`config.mk`:
```
export PLATFORM = sky130hd
export DESIGN_NAME = pipeline_dest_tracker_flat
export DESIGN_NICKNAME = d
export VERILOG_FILES = /design/src/rtl/pipeline_dest_tracker_if.sv /design/src/rtl/pipeline_dest_tracker.sv /design/src/flat_wrapper.sv
export SDC_FILE = /design/constraint.sdc
export NUM_CORES = 1
export LEC_CHECK = 0
export CAP_MARGIN = 20
export CORE_AREA = 2 2 86 88
export CTS_CLUSTER_SIZE = 30
export DETAILED_ROUTE_END_ITERATION = 8
export DIE_AREA = 0 0 88 90
export GPL_TIMING_DRIVEN = 0
export PLACE_DENSITY_LB_ADDON = 0.25
export SYNTH_ARGS = -nofsm -noshare
export SYNTH_HDL_FRONTEND = slang
export SYNTH_SLANG_ARGS = --single-unit
export TNS_END_PERCENT = 10
```
`constraint.sdc`:
```
create_clock -name clk -period 2.62 [get_ports clk]
set_input_delay 0.262 -clock clk [delete_from_list [all_inputs] [get_ports clk]]
set_output_delay 0.262 -clock clk [all_outputs]
set_load 0.05 [all_outputs]
```
`src/rtl/pipeline_dest_tracker_if.sv`:
```
// Bundle of EX/ID-side inputs and tracker outputs for pipeline_dest_tracker.
//   master : pipeline control (drives EX/ID fields, reads tracked state/selects)
//   slave  : the tracker itself
// Fields: ex_wr_addr/ex_reg_write/ex_mem_read/ex_rs/ex_rt (EX instr),
//         id_rs/id_rt/id_uses_rs/id_uses_rt (ID instr),
//         mem_*/wb_* (tracked destinations), fwd_a/fwd_b, stall,
//         id_byp_rs/id_byp_rt, stall_cnt.
interface pipeline_dest_tracker_if #(
    parameter int ADDR_W = 5,
    parameter int CNT_W  = 16
);
    logic [ADDR_W-1:0] ex_wr_addr;
    logic              ex_reg_write;
    logic              ex_mem_read;
    logic [ADDR_W-1:0] ex_rs;
    logic [ADDR_W-1:0] ex_rt;
    logic [ADDR_W-1:0] id_rs;
    logic [ADDR_W-1:0] id_rt;
    logic              id_uses_rs;
    logic              id_uses_rt;
    logic [ADDR_W-1:0] mem_wr_addr;
    logic              mem_reg_write;
    logic [ADDR_W-1:0] wb_wr_addr;
    logic              wb_reg_write;
    logic [1:0]        fwd_a;
    logic [1:0]        fwd_b;
    logic              stall;
    logic              id_byp_rs;
    logic              id_byp_rt;
    logic [CNT_W-1:0]  stall_cnt;

    modport master (
        output ex_wr_addr, ex_reg_write, ex_mem_read, ex_rs, ex_rt,
               id_rs, id_rt, id_uses_rs, id_uses_rt,
        input  mem_wr_addr, mem_reg_write, wb_wr_addr, wb_reg_write,
               fwd_a, fwd_b, stall, id_byp_rs, id_byp_rt, stall_cnt
    );

    modport slave (
        input  ex_wr_addr, ex_reg_write, ex_mem_read, ex_rs, ex_rt,
               id_rs, id_rt, id_uses_rs, id_uses_rt,
        output mem_wr_addr, mem_reg_write, wb_wr_addr, wb_reg_write,
               fwd_a, fwd_b, stall, id_byp_rs, id_byp_rt, stall_cnt
    );
endinterface

```
`src/rtl/pipeline_dest_tracker.sv`:
```
// Carries the EX destination register (and its write-enable) through EX/MEM and
// MEM/WB, and derives ALU forwarding selects, the ID load-use stall, the ID
// register-file write-through bypass and a saturating stall-cycle counter.
// Ports:
//   clk   : rising-edge clock
//   reset : synchronous, active-high
//   bus   : pipeline_dest_tracker_if.slave (EX/ID inputs, tracked state, selects)
module pipeline_dest_tracker #(
    parameter int ADDR_W    = 5,
    parameter int CNT_W     = 16,
    parameter int WB_BYPASS = 1
) (
    input  logic                    clk,
    input  logic                    reset,
    pipeline_dest_tracker_if.slave  bus
);
    typedef struct packed {
        logic              we;
        logic [ADDR_W-1:0] addr;
    } dest_t;

    localparam logic [1:0] FWD_IDEX  = 2'b00;
    localparam logic [1:0] FWD_EXMEM = 2'b01;
    localparam logic [1:0] FWD_MEMWB = 2'b10;

    dest_t            mem_q;
    dest_t            wb_q;
    logic [CNT_W-1:0] cnt_q;
    logic             ex_we;
    logic             stall;
    logic [1:0]       fwd_a;
    logic [1:0]       fwd_b;

    // A write to $0 is squashed here, so nothing downstream ever sees it as live.
    assign ex_we = bus.ex_reg_write & (bus.ex_wr_addr != '0);

    always_ff @(posedge clk) begin
        if (reset) begin
            mem_q <= '0;
            wb_q  <= '0;
            cnt_q <= '0;
        end else begin
            mem_q <= '{we: ex_we, addr: bus.ex_wr_addr};
            wb_q  <= mem_q;
            if (stall && (cnt_q != '1))
                cnt_q <= cnt_q + CNT_W'(1);
        end
    end

    // MEM is checked first: it holds the younger result.
    always_comb begin
        fwd_a = FWD_IDEX;
        if (mem_q.we && (mem_q.addr == bus.ex_rs))
            fwd_a = FWD_EXMEM;
        else if (wb_q.we && (wb_q.addr == bus.ex_rs))
            fwd_a = FWD_MEMWB;
    end

    always_comb begin
        fwd_b = FWD_IDEX;
        if (mem_q.we && (mem_q.addr == bus.ex_rt))
            fwd_b = FWD_EXMEM;
        else if (wb_q.we && (wb_q.addr == bus.ex_rt))
            fwd_b = FWD_MEMWB;
    end

    // Load in EX whose result the ID instr needs next cycle: one bubble covers it.
    assign stall = bus.ex_mem_read & ex_we &
                   ((bus.id_uses_rs & (bus.id_rs == bus.ex_wr_addr)) |
                    (bus.id_uses_rt & (bus.id_rt == bus.ex_wr_addr)));

    generate
        if (WB_BYPASS != 0) begin : g_byp
            assign bus.id_byp_rs = wb_q.we & bus.id_uses_rs & (wb_q.addr == bus.id_rs);
            assign bus.id_byp_rt = wb_q.we & bus.id_uses_rt & (wb_q.addr == bus.id_rt);
        end else begin : g_nobyp
            assign bus.id_byp_rs = 1'b0;
            assign bus.id_byp_rt = 1'b0;
        end
    endgenerate

    assign bus.mem_wr_addr   = mem_q.addr;
    assign bus.mem_reg_write = mem_q.we;
    assign bus.wb_wr_addr    = wb_q.addr;
    assign bus.wb_reg_write  = wb_q.we;
    assign bus.fwd_a         = fwd_a;
    assign bus.fwd_b         = fwd_b;
    assign bus.stall         = stall;
    assign bus.stall_cnt     = cnt_q;
endmodule
```
`src/flat_wrapper.sv`:
```
// flat-port wrapper written by rule: the top's interface ports become plain ports
module pipeline_dest_tracker_flat 
#(
    parameter int ADDR_W    = 5,
    parameter int CNT_W     = 16,
    parameter int WB_BYPASS = 1
)
  (clk, reset, bus_ex_wr_addr, bus_ex_reg_write, bus_ex_mem_read, bus_ex_rs, bus_ex_rt, bus_id_rs, bus_id_rt, bus_id_uses_rs, bus_id_uses_rt, bus_mem_wr_addr, bus_mem_reg_write, bus_wb_wr_addr, bus_wb_reg_write, bus_fwd_a, bus_fwd_b, bus_stall, bus_id_byp_rs, bus_id_byp_rt, bus_stall_cnt);
  pipeline_dest_tracker_if #(.ADDR_W(ADDR_W), .CNT_W(CNT_W)) bus_i ();
  input  logic clk;
  input  logic reset;
  input wire logic [$bits(bus_i.ex_wr_addr)-1:0] bus_ex_wr_addr;
  input wire logic [$bits(bus_i.ex_reg_write)-1:0] bus_ex_reg_write;
  input wire logic [$bits(bus_i.ex_mem_read)-1:0] bus_ex_mem_read;
  input wire logic [$bits(bus_i.ex_rs)-1:0] bus_ex_rs;
  input wire logic [$bits(bus_i.ex_rt)-1:0] bus_ex_rt;
  input wire logic [$bits(bus_i.id_rs)-1:0] bus_id_rs;
  input wire logic [$bits(bus_i.id_rt)-1:0] bus_id_rt;
  input wire logic [$bits(bus_i.id_uses_rs)-1:0] bus_id_uses_rs;
  input wire logic [$bits(bus_i.id_uses_rt)-1:0] bus_id_uses_rt;
  output wire logic [$bits(bus_i.mem_wr_addr)-1:0] bus_mem_wr_addr;
  output wire logic [$bits(bus_i.mem_reg_write)-1:0] bus_mem_reg_write;
  output wire logic [$bits(bus_i.wb_wr_addr)-1:0] bus_wb_wr_addr;
  output wire logic [$bits(bus_i.wb_reg_write)-1:0] bus_wb_reg_write;
  output wire logic [$bits(bus_i.fwd_a)-1:0] bus_fwd_a;
  output wire logic [$bits(bus_i.fwd_b)-1:0] bus_fwd_b;
  output wire logic [$bits(bus_i.stall)-1:0] bus_stall;
  output wire logic [$bits(bus_i.id_byp_rs)-1:0] bus_id_byp_rs;
  output wire logic [$bits(bus_i.id_byp_rt)-1:0] bus_id_byp_rt;
  output wire logic [$bits(bus_i.stall_cnt)-1:0] bus_stall_cnt;
  assign bus_i.ex_wr_addr = bus_ex_wr_addr;
  assign bus_i.ex_reg_write = bus_ex_reg_write;
  assign bus_i.ex_mem_read = bus_ex_mem_read;
  assign bus_i.ex_rs = bus_ex_rs;
  assign bus_i.ex_rt = bus_ex_rt;
  assign bus_i.id_rs = bus_id_rs;
  assign bus_i.id_rt = bus_id_rt;
  assign bus_i.id_uses_rs = bus_id_uses_rs;
  assign bus_i.id_uses_rt = bus_id_uses_rt;
  assign bus_mem_wr_addr = bus_i.mem_wr_addr;
  assign bus_mem_reg_write = bus_i.mem_reg_write;
  assign bus_wb_wr_addr = bus_i.wb_wr_addr;
  assign bus_wb_reg_write = bus_i.wb_reg_write;
  assign bus_fwd_a = bus_i.fwd_a;
  assign bus_fwd_b = bus_i.fwd_b;
  assign bus_stall = bus_i.stall;
  assign bus_id_byp_rs = bus_i.id_byp_rs;
  assign bus_id_byp_rt = bus_i.id_byp_rt;
  assign bus_stall_cnt = bus_i.stall_cnt;
  pipeline_dest_tracker #(.ADDR_W(ADDR_W), .CNT_W(CNT_W), .WB_BYPASS(WB_BYPASS)) u_core (.clk(clk), .reset(reset), .bus(bus_i));
endmodule
```
; ---- Word-level counts from Yosys, hierarchy flattened
; Cells that the tools add are included.
[word_totals]
ff_bits = 28
in_bits = 31
out_inout_bits = 35
elab_cells = 35
[classes]
addsub = 1
n_eq_ne = 9
mux = 4
n_bitwise = 10
n_reduce_logical = 6
[op_table]
columns = cell, count
row1 = $eq A5 B5 Y1, 8
row2 = $add A16 B1 Y16 const B, 1
row3 = $ne A16 B16 Y1 const B, 1
row4 = $and A1 B1 Y1, 9
row5 = $mux W2, 4
row6 = $logic_and A1 B1 Y1, 5
row7 = $reduce_bool A5 Y1, 1
row8 = $or A1 B1 Y1, 1

; ---- Longest topological paths before layout
[logic_depth]
word_depth = 5
mapped_depth = 7
depth_no_buf = 6

; ---- Worst setup path before layout
; Ideal clock, no wire load.
[synth_path]
kind = register -> output
from = register u_core.mem_q (netlist bit u_core.bus.mem_wr_addr[2])
to = output port bus_fwd_b[1]
t_arrival_ns = 1.990
required_ns = 2.358
path_slack_ns = 0.368
stages_incl_launch_ff = 5
path_buffers = 0
cell_sequence = dfxtp_1 xor2_1 nor4_1 and3_1 nor2_1
[synth_between]
elab_chain_cells = 3
[synth_lines]
columns = element, line
row1 = from (decl), pipeline_dest_tracker.sv:26  ; dest_t mem_q;
row2 = from (signal assigned), pipeline_dest_tracker.sv:43  ; mem_q <= '{we: ex_we, addr: bus.ex_wr_addr};
row3 = $eq A5 B5 Y1, pipeline_dest_tracker.sv:61  ; if (mem_q.we && (mem_q.addr == bus.ex_rt))
row4 = $logic_and A1 B1 Y1, pipeline_dest_tracker.sv:61
row5 = $mux W2, pipeline_dest_tracker.sv:61
row6 = to (decl), flat_wrapper.sv:26  ; output wire logic [$bits(bus_i.fwd_b)-1:0] bus_fwd_b;
; Every way passes these cells.

; ---- Worst setup path in the final report
[layout_path]
from = input port bus_ex_wr_addr[4]
to = output port bus_stall
[layout_between]
elab_chain_cells = 4
elab_cells_between_ends = 9
classes_between = eq/ne (2) / bitwise (6) / reduce/logical (1)
[layout_lines]
columns = element, line
row1 = from (decl), flat_wrapper.sv:12  ; input wire logic [$bits(bus_i.ex_wr_addr)-1:0] bus_ex_wr_addr;
row2 = "$eq A5 B5 Y1, or another cell as far along", pipeline_dest_tracker.sv:69  ; ((bus.id_uses_rs & (bus.id_rs == bus.ex_wr_addr)) |
row3 = "$and A1 B1 Y1, on equally long branches", "pipeline_dest_tracker.sv:69, pipeline_dest_tracker.sv:70, pipeline_dest_tracker.sv:35"
row4 = $or A1 B1 Y1 or $and A1 B1 Y1 (tied branches), "pipeline_dest_tracker.sv:69, pipeline_dest_tracker.sv:68"
row5 = $and A1 B1 Y1 *, pipeline_dest_tracker.sv:68  ; assign stall = bus.ex_mem_read & ex_we &
row6 = to (decl), flat_wrapper.sv:27  ; output wire logic [$bits(bus_i.stall)-1:0] bus_stall;
; Every way passes the cells marked *; elsewhere a longest branch is shown, timed or not.

==> impl_results.md <==
* Status: finished, final reports clean
* Die width at 88 µm
* Die area at approximately 0.0079 mm²
* CP max-delay cell: clkdlybuf4s50_1
* PwrDens at 389 mW/mm²
* CTS buffer count at 3
* Clock share of power at 34.4%
* Flops & latches, synth at 28
* Row count at 31
* Synthesized instance count at approximately 200
* Crit path launch type: input port
* Final period util at 97.3%
* CTS tree: built
* # fillers at 724
* CP Capture Type: output port
* Critical path's top delay family: buffers and inverters
* CP peak stage delay at ~0.51 ns
* Vias per inst at 4.60
* Total detailed-routing wirelength at around 5200 µm
* Maximum VDD drop at 0.208 mV
* Count leader, synth: dfxtp_1
* Layout Nets at about 300
* Max Fclk at a little under 0.4 GHz
* Synth top area cells: dfxtp_1 33%, xor2_1 12%, xnor2_1 8.2%, nor2b_1 5.5%, nand3_1 3.5%
* Yosys warns at 0
* Combinational Power Share at 20.8%
* Number of library cell types mapped by synthesis at 35
* Starting density of the core at 24.3%
* GP Congestion at 0.820
* Reg clk slew, reported paths at 0.10 ns
* Final instance area at 0.00256 mm²
* CTS Sinks at 28
* Critical Path AT at 2.29 ns
* Setup Viol. Count Final at 0
* Number of H-tree levels at 1
* CP Data Required Time at 2.36 ns
* Primary FF master, synth: dfxtp_1
* Maximum root-to-sink buffer count at 2
* Post-synth top area cell: dfxtp_1
* GR Util All Layers at 13.0%
* P_int at 0.737 mW
* Die height at ~90 µm
* Syn Area/Cell at 8.71 µm²
* Sequential Power Share at between 40% and 50%
* Sequential-to-total area share from yosys stat at 32.8%
* Fraction of power spent switching nets at 26.2%
* Tmin final at 2.55 ns
* Psw at ~0.26 mW
* Via count of the first global-routing pass at 1,683
* Max Slew Vio Count at 0
* Post-synth EDFFs at 0
* DPL Wire Length at between 3000 and 4000 µm
* Worst Max-Slew Pin Slew at between 0.5 and 0.6 ns
* Pre-antenna DRT Iters at 4
* Cell leakage power at approximately 0.90 nW
* Hold Crit Class: reg2reg
* Final global-route overflow total at 0
* Post-synth top cells: 28 x dfxtp_1, 24 x xor2_1, 16 x xnor2_1, 15 x nor2b_1, 12 x nand3_1
* Largest net degree at the start of global routing at 17
* Area of the multi-input gates at 0.00112 mm²
* Initial antenna violation count at 0
* Area share of the largest cell type after synthesis at 32.8%
* Worst-skew pair later-pin latency at 0.27 ns
* CP bufs+invs at 3
* Syn Std Cell Area at 0.00171 mm²
* Register area at 561 µm²
* Critical-path cell list: clkdlybuf4s50_1 > xor2_1 > nor4_2 > a32oi_4 > clkbuf_2 > nor2_1 > buf_2
* # diodes at 0
* CP Class: in2out
* Asr flop ratio synth at 0%
* DRC viols at 0
* Post-route antenna net violation count at 0
* DP Area at 0.00248 mm²
* First-pass GRT wire length at about 8300 µm
* Final setup TNS at 0 ns
* Mean routed wirelength per cell at roughly 14 µm
* Worst reg-to-reg setup slack at 0.59 ns
* Hold Vio Cnt, Final at 0
* Layout cells sized above 1 at 6.42%
* Root cell of the clock tree: clkbuf_8
* Rel. slew slack at 65.7%
* Post-Syn Nets at between 200 and 250
* Core area at 0.00702 mm²
* I/O pins at 66
* Critical-path maximum fanout at 10
* Setup Skew at 0.00639 ns
* Starting DRT DRC Count at 41
* Max cap viols at 0
* Vias after detailed routing at 1,675
* Area growth, synth to finish at 50.2%
* # port buffers at 65
cell usage in the layout, fill, tap and decap left out, types with 2 or more instances in the layout:
cell type,n
clkdlybuf4s50_1,62
dfxtp_1,28
xor2_1,24
xnor2_1,16
nor2b_1,15
nand3_1,12
nor2_1,11
a21oi_1,10
nor4_1,8
nand2_1,8
nand4_1,7
o21ai_0,7
or3_1,6
clkbuf_1,5
and3_1,4
and4_1,4
mux2_2,4
and2_1,3
o31ai_1,3
or4_1,3
clkbuf_8,3
nor4_2,2
buf_2,2
dlygate4sd2_1,2
power groups by stage:
stage | logic, mW | registers [mW] | clock network [mW]
3_3_place_gp | 0.202 | 0.458 | 0
5_1_grt | 0.223 | 0.450 | 0.373
3_5_place_dp | 0.205 | 0.458 | 0
2_1_floorplan | 0.0771 | 0.485 | 0
4_1_cts | 0.207 | 0.448 | 0.352
6_report | 0.207 | 0.448 | 0.344
timing repair:
action,CTS,global route
gates resized for setup,7,3
gates cloned,0,0
hold buffers,0,0
buffers inserted,0,0
pin swaps,0,0
endpoints found under the setup margin,3,1
through the flow:
step           total power, mW  util [%]  cells  hold WS [ns]  setup slack [ns]
2_1_floorplan            0.562         -    196         0.390             0.368
3_3_place_gp             0.660      35.4    360         0.500            -0.500
3_5_place_dp             0.663      35.4    360         0.501            -0.556
4_1_cts                   1.01      36.5    364         0.522           -0.0703
5_1_grt                   1.05      36.5    364         0.554           -0.0445
6_report                 0.999      36.5    364         0.517            0.0706
flip-flops by register name, indices dropped and copies added, names as in the netlist:
| name | count |
|---|---|
| u_core.bus.mem_reg_write | 1 |
| u_core.bus.mem_wr_addr | 5 |
| u_core.bus.wb_wr_addr | 5 |
| u_core.bus.stall_cnt | 16 |
| u_core.bus.wb_reg_write | 1 |
per-layer routing:
metal / GRT usage, % / wire [µm] / share of wire, % / vias to the layer above
met4: 2.31 / 26 / 0.50 / 0
met3: 2.85 / 384 / 7.4 / 2
met5: 0 / 0 / 0 / -
met2: 20.7 / 2290 / 44 / 61
li1: - / - / - / 837
met1: 18.2 / 2510 / 48 / 775
worst paths after layout:
path	start	end	cells past startpoint
worst max-delay path	bus_ex_wr_addr[4]	bus_stall	7
worst min register to register	u_core.bus.stall_cnt[7]	u_core.bus.stall_cnt[7]	2
worst min-delay path	u_core.bus.stall_cnt[7]	u_core.bus.stall_cnt[7]	2
worst max register to register	u_core.bus.stall_cnt[0]	u_core.bus.stall_cnt[9]	6
area by class of cell:
type                       count  share of cell area (%)
clock inverter                 1                    1.17
buffer                         8                    1.56
multi-input combinational    159                    43.8
timing repair buffer          65                    25.1
sequential                    28                    21.9
tap                           99                    4.83
clock buffer                   3                    1.61
inverter                       1                   0.146
cell families after synthesis:
logic type,after synthesis,synth area share (%)
AO/OA/AOI/OAI,24,8.57
XOR/XNOR,40,20.5
adder cells (fa/ha/maj),1,0.732
buffers and inverters,9,2.49
flip-flops,28,32.8
multiplexers,6,3.88
AND/OR/NAND/NOR,88,31.0
worst register-to-register path, cell delays in order, from the launching register on:
cell and delay [ns]:
dfxtp_1 0.37, ha_1 0.27, and3_1 0.21, nand4_1 0.17, nand3_1 0.20, nor4b_1 0.34
mux2_2 0.37
No activity file was read; power rests on OpenSTA's default activity.
